==> src/rtl/pulse_gen_pkg.sv <==
// Shared types and constants for the pulse burst generator.
package pulse_gen_pkg;

  typedef enum logic [1:0] {
    IDLE,
    HIGH,
    GAP
  } state_t;

  localparam int SYNC_DEPTH   = 2;
  // Rising edges are suppressed until the synchroniser and edge history hold real samples.
  localparam int PRIME_CYCLES = SYNC_DEPTH + 1;

endpackage

==> src/rtl/sync_edge_det.sv <==
// Two-flop synchroniser for the trigger level followed by a registered rising-edge detector.
module sync_edge_det
  import pulse_gen_pkg::*;
(
  input  logic sys_clk,
  input  logic sys_rst_n,
  input  logic trig,
  output logic trig_rise
);

  logic [SYNC_DEPTH-1:0] sync_q;
  logic                  prev_q;
  logic [1:0]            prime_q;
  logic                  primed;

  assign primed = (prime_q == 2'(PRIME_CYCLES));

  // A level already high at reset release is not treated as an edge.
  always_ff @(posedge sys_clk or negedge sys_rst_n) begin
    if (!sys_rst_n) begin
      sync_q    <= '0;
      prev_q    <= 1'b0;
      prime_q   <= '0;
      trig_rise <= 1'b0;
    end else begin
      sync_q    <= {sync_q[SYNC_DEPTH-2:0], trig};
      prev_q    <= sync_q[SYNC_DEPTH-1];
      trig_rise <= primed & sync_q[SYNC_DEPTH-1] & ~prev_q;
      if (!primed) prime_q <= prime_q + 2'd1;
    end
  end

endmodule

==> src/rtl/pulse_burst_gen.sv <==
// Multi-channel pulse burst generator with shadowed configuration.
// Optional abort input enabled by defining PULSE_BURST_ABORT_EN.
module pulse_burst_gen
  import pulse_gen_pkg::*;
#(
  parameter int NUM_CH  = 2,
  parameter int CNT_W   = 16,
  parameter int CNT_N_W = 4
) (
  input  logic               sys_clk,
  input  logic               sys_rst_n,
  input  logic               trig,
`ifdef PULSE_BURST_ABORT_EN
  input  logic               abort,
`endif
  input  logic [CNT_W-1:0]   cfg_width,
  input  logic [CNT_W-1:0]   cfg_gap,
  input  logic [CNT_N_W-1:0] cfg_count,
  input  logic [NUM_CH-1:0]  cfg_ch_en,
  input  logic [NUM_CH-1:0]  cfg_ch_inv,
  output logic [NUM_CH-1:0]  pulse_out,
  output logic               busy,
  output logic               done,
  output logic               cfg_err,
  output logic               overrun
);

  state_t               state_q, state_d;
  logic [CNT_W-1:0]     tcnt_q, tcnt_d;
  logic [CNT_N_W-1:0]   pcnt_q, pcnt_d;
  logic [CNT_W-1:0]     width_q, width_d, gap_q, gap_d;
  logic [CNT_N_W-1:0]   count_q, count_d;
  logic [NUM_CH-1:0]    en_q, en_d, inv_q, inv_d;
  logic [NUM_CH-1:0]    out_d;
  logic                 done_d, err_d, overrun_d;
  logic                 trig_rise;
  logic                 abort_req;

  sync_edge_det u_sync_edge_det (
    .sys_clk   (sys_clk),
    .sys_rst_n (sys_rst_n),
    .trig      (trig),
    .trig_rise (trig_rise)
  );

`ifdef PULSE_BURST_ABORT_EN
  assign abort_req = abort;
`else
  assign abort_req = 1'b0;
`endif

  assign busy = (state_q != IDLE);

  always_comb begin
    state_d   = state_q;
    tcnt_d    = tcnt_q;
    pcnt_d    = pcnt_q;
    width_d   = width_q;
    gap_d     = gap_q;
    count_d   = count_q;
    en_d      = en_q;
    inv_d     = inv_q;
    done_d    = 1'b0;
    err_d     = 1'b0;
    overrun_d = overrun | (trig_rise & (state_q != IDLE));
    out_d     = cfg_ch_inv;

    case (state_q)
      IDLE: begin
        if (trig_rise) begin
          if (cfg_width == '0 || cfg_count == '0) begin
            err_d = 1'b1;
          end else begin
            width_d = cfg_width;
            gap_d   = cfg_gap;
            count_d = cfg_count;
            en_d    = cfg_ch_en;
            inv_d   = cfg_ch_inv;
            state_d = HIGH;
            tcnt_d  = cfg_width - 1'b1;
            pcnt_d  = CNT_N_W'(1);
          end
        end
      end
      HIGH: begin
        if (tcnt_q == '0) begin
          if (pcnt_q == count_q) begin
            state_d = IDLE;
            done_d  = 1'b1;
          end else begin
            // A zero gap still leaves one inactive cycle between pulses.
            state_d = GAP;
            tcnt_d  = (gap_q == '0) ? '0 : gap_q - 1'b1;
          end
        end else begin
          tcnt_d = tcnt_q - 1'b1;
        end
      end
      GAP: begin
        if (tcnt_q == '0) begin
          state_d = HIGH;
          tcnt_d  = width_q - 1'b1;
          pcnt_d  = pcnt_q + 1'b1;
        end else begin
          tcnt_d = tcnt_q - 1'b1;
        end
      end
      default: state_d = IDLE;
    endcase

    if (abort_req && state_q != IDLE) begin
      state_d = IDLE;
      done_d  = 1'b0;
      tcnt_d  = '0;
      pcnt_d  = '0;
    end

    // Outputs are computed from the next state so pulse_out comes straight from flops.
    case (state_d)
      HIGH:    out_d = inv_d ^ en_d;
      GAP:     out_d = inv_d;
      default: out_d = cfg_ch_inv;
    endcase
  end

  always_ff @(posedge sys_clk or negedge sys_rst_n) begin
    if (!sys_rst_n) begin
      state_q   <= IDLE;
      tcnt_q    <= '0;
      pcnt_q    <= '0;
      width_q   <= '0;
      gap_q     <= '0;
      count_q   <= '0;
      en_q      <= '0;
      inv_q     <= '0;
      pulse_out <= '0;
      done      <= 1'b0;
      cfg_err   <= 1'b0;
      overrun   <= 1'b0;
    end else begin
      state_q   <= state_d;
      tcnt_q    <= tcnt_d;
      pcnt_q    <= pcnt_d;
      width_q   <= width_d;
      gap_q     <= gap_d;
      count_q   <= count_d;
      en_q      <= en_d;
      inv_q     <= inv_d;
      pulse_out <= out_d;
      done      <= done_d;
      cfg_err   <= err_d;
      overrun   <= overrun_d;
    end
  end

endmodule

==> config.mk <==
export PLATFORM = sky130hd
export DESIGN_NAME = pulse_burst_gen
export DESIGN_NICKNAME = d
export VERILOG_FILES = /design/src/rtl/pulse_gen_pkg.sv /design/src/rtl/sync_edge_det.sv /design/src/rtl/pulse_burst_gen.sv
export SDC_FILE = /design/constraint.sdc
export NUM_CORES = 1
export LEC_CHECK = 0
export CAP_MARGIN = 30
export CORE_MARGIN = 4
export CORE_UTILIZATION = 50
export CTS_CLUSTER_DIAMETER = 120
export CTS_CLUSTER_SIZE = 20
export DETAILED_ROUTE_END_ITERATION = 16
export PLACE_DENSITY = 0.86
export SLEW_MARGIN = 20
export SYNTH_ARGS = -nofsm -noshare
export SYNTH_HDL_FRONTEND = slang
export SYNTH_SLANG_ARGS = --single-unit
==> constraint.sdc <==
create_clock -name sys_clk -period 3.01 [get_ports sys_clk]
set_clock_uncertainty 0.05 [all_clocks]
set_input_delay 0.602 -clock sys_clk [delete_from_list [all_inputs] [get_ports sys_clk]]
set_output_delay 0.602 -clock sys_clk [all_outputs]
set_load 0.01 [all_outputs]
==> impl_metrics.tcl <==
set metrics [dict create \
    power.leakage_uw 0.00235 \
    insertion_delay_ps 370 \
    cp.buffers_inverters 2 \
    fill_cells 746 \
    synth_top_area_share_pct 38.1 \
    hold_viol 0 \
    die_y_um 106 \
    num_antenna_cells 0 \
    async_reset_ff_share_pct 100 \
    drc 0 \
    start_util_pct 51.6 \
    synth_edf_count 0 \
    die_w_um 106 \
    cts_sinks 73 \
    synth_ff_type "dfrtp_1" \
    drive_gt1_share_pct 19.4 \
    layout.cells.non_filler 737 \
    grt_setup_unrepaired "yes" \
    ys_seq_elements 73 \
    clk_pin_slew_ps 100 \
    max_stage_delay_ps 610 \
    finalInstanceArea_um2 5970 \
    yosys-top-cells-area "dfrtp_1, mux2_2, xnor2_1" \
    synth_top_cell_by_area "dfrtp_1" \
    relSlewSlack_pct 56.7 \
    globalRouteOverflowTotal 0 \
    cp_cell_sequence "clkdlybuf4s50_1 > or4_1 > buf_4 > or3_1 > or3_1 > a21oi_1 > o21ba_1 > o32a_1" \
    numPortBuffers 48 \
    drt_iter0_markers 377 \
    final.period_utilization_pct 96.5 \
    numCtsBuffers 9 \
    cts_tree "done" \
    syn_area_um2 4790 \
    grt_max_degree 32 \
    die_area_um2 11200 \
    htreeDepth 3 \
    critPathTopFamily "simple AND/OR/NAND/NOR gates" \
    core_um2 9280 \
    routabilityCongestion 0.903 \
    hold_buffers 0 \
    routed_wl_um 13800 \
    yosys_warnings 0 \
    final_net_count 661 \
    tns_ps 0 \
    dpl_cell_area_um2 5770 \
    io_pins 49 \
    required_ps 3250 \
    outcome "completed" \
    final_util_pct 64.4 \
    cts_root_buffer "clkbuf_8" \
    critPathMostFrequentCell "or3_1" \
    worstPathMaxFanout 4 \
    slew_violations 0 \
    period_needed_ps 2910 \
    wl_per_cell_um 18.7 \
    setup_viol 0 \
    hpwl_um 10400 \
    seq_area_frac_synth_pct 38.1 \
    syn_nets 575 \
    worstPathArrival_ps 3150 \
    synth_cell_types 59 \
    post-synth-top-count-cell "dfrtp_1" \
    syn2layout_area_growth_pct 24.7 \
    grt_use_total_pct 24.7 \
    critPathKind "input pin to flip-flop" \
    clk_path_buf_depth 2 \
    cap_violations 0 \
    hold_class "input pin to asynchronous set/reset pin" \
    worst_pin_slew_ps 644 \
    cpMaxStageDelayCell "or4_1" \
    ir_worst_vdd_uv 492 \
    power_density_nw_per_um2 860 \
    vias_per_cell 6.17 \
    crit_cells 8 \
    antenna_found_initial 0 \
    startpoint_type "input pin" \
    setup.worst_path.end_class "flip-flop" \
    vias 4544 \
    dp.cells 720 \
    avgSynthCellArea_um2 9.27 \
    first_pass_iters 7 \
    first_global_vias 4412 \
    fmax_mhz 344 \
    synth_common_cells "dfrtp_1, nand2_1, mux2_2" \
    rows 35 \
    ff2ff_path_depth 12 \
    ant_nets 0 \
    grt_pass1_wl_um 22100 \
    syn_inst 517 \
]
[cell type report]
type                    instances  area, µm²  share of cell area, %
multi-input cells             397       2800                   46.9
flip-flops and latches         73       1830                   30.6
repair buffers                101        923                   15.5
well taps                     129        161                   2.70
clock buffers                   9        124                   2.07
inverters                      21       78.8                   1.32
clock inverters                 7       60.1                   1.01
[cell families after synthesis]
family                   count (synthesis)  synth area share, %
AO/OA/AOI/OAI                          132                 17.8
flip-flops                              73                 38.1
adder cells (fa/ha/maj)                 15                 3.92
XOR/XNOR                                42                 7.68
multiplexers                            38                 8.88
AND/OR/NAND/NOR                        170                 19.7
buffers and inverters                   47                 3.92
[flip-flops by register name, indices dropped and copies added (netlist names), 4 cells and up]
signal	flops
count_q	4
gap_q	16
pcnt_q	4
tcnt_q	16
width_q	16
[layout by cell type (no fill, tap or decap), drive strengths merged, types with 5 or more instances in the layout]
master	instances
buf	54
mux2	36
nor2b	7
xor2	12
nor3	17
a21oi	29
inv	24
o211ai	5
dfrtp	73
nor2	30
nor4	16
or4	11
o221ai	6
nand4	7
xnor2	30
or3	8
ha	15
a31oi	8
o21ai	37
nand3	12
o31ai	7
nand2	44
clkdlybuf4s50	47
clkbuf	9
[through the flow]
stage          hold WS, ps  total power [µW]  worst slack, ps
2_1_floorplan          256              3440             93.4
3_3_place_gp           283              4190             -151
3_5_place_dp           314              4310             -225
4_1_cts                114              5090              116
5_1_grt                135              5460            -49.6
6_report               108              5140              105
[worst paths after layout]
path                                                startpoint                             endpoint  slack (ps)
max                                              cfg_width[10]               tcnt_q[13]$_DFFE_PN0P_         100
min                                                  sys_rst_n  u_sync_edge_det.trig_rise$_DFF_PN0_         110
max reg2reg                              tcnt_q[0]$_DFFE_PN0P_               pulse_out[0]$_DFF_PN0_         120
min reg2reg                u_sync_edge_det.sync_q[0]$_DFF_PN0_  u_sync_edge_det.sync_q[1]$_DFF_PN0_         330
max in group asynchronous                            sys_rst_n               tcnt_q[13]$_DFFE_PN0P_        2280
min in group sys_clk       u_sync_edge_det.sync_q[0]$_DFF_PN0_  u_sync_edge_det.sync_q[1]$_DFF_PN0_         330
[per-layer routing]
layer	wire length, µm	GRT usage, %
met5	0	0
met4	316	7.59
met3	1030	4.43
met2	6630	40.8
met1	5840	33.1
[power by group]
part	leakage (µW)	internal [µW]	total, µW	switching (µW)
sequential	0.000873	1380	1930	552
combinational	0.00139	1170	2450	1280
clock	0.0000848	314	758	444
[repair_timing]
| item | 4_1_cts | 5_1_grt |
|---|---|---|
| setup buffers | 0 | 1 |
| resized for setup | 0 | 3 |
| setup endpoints to repair | 0 | 8 |
No activity file was read; power rests on OpenSTA's default activity.
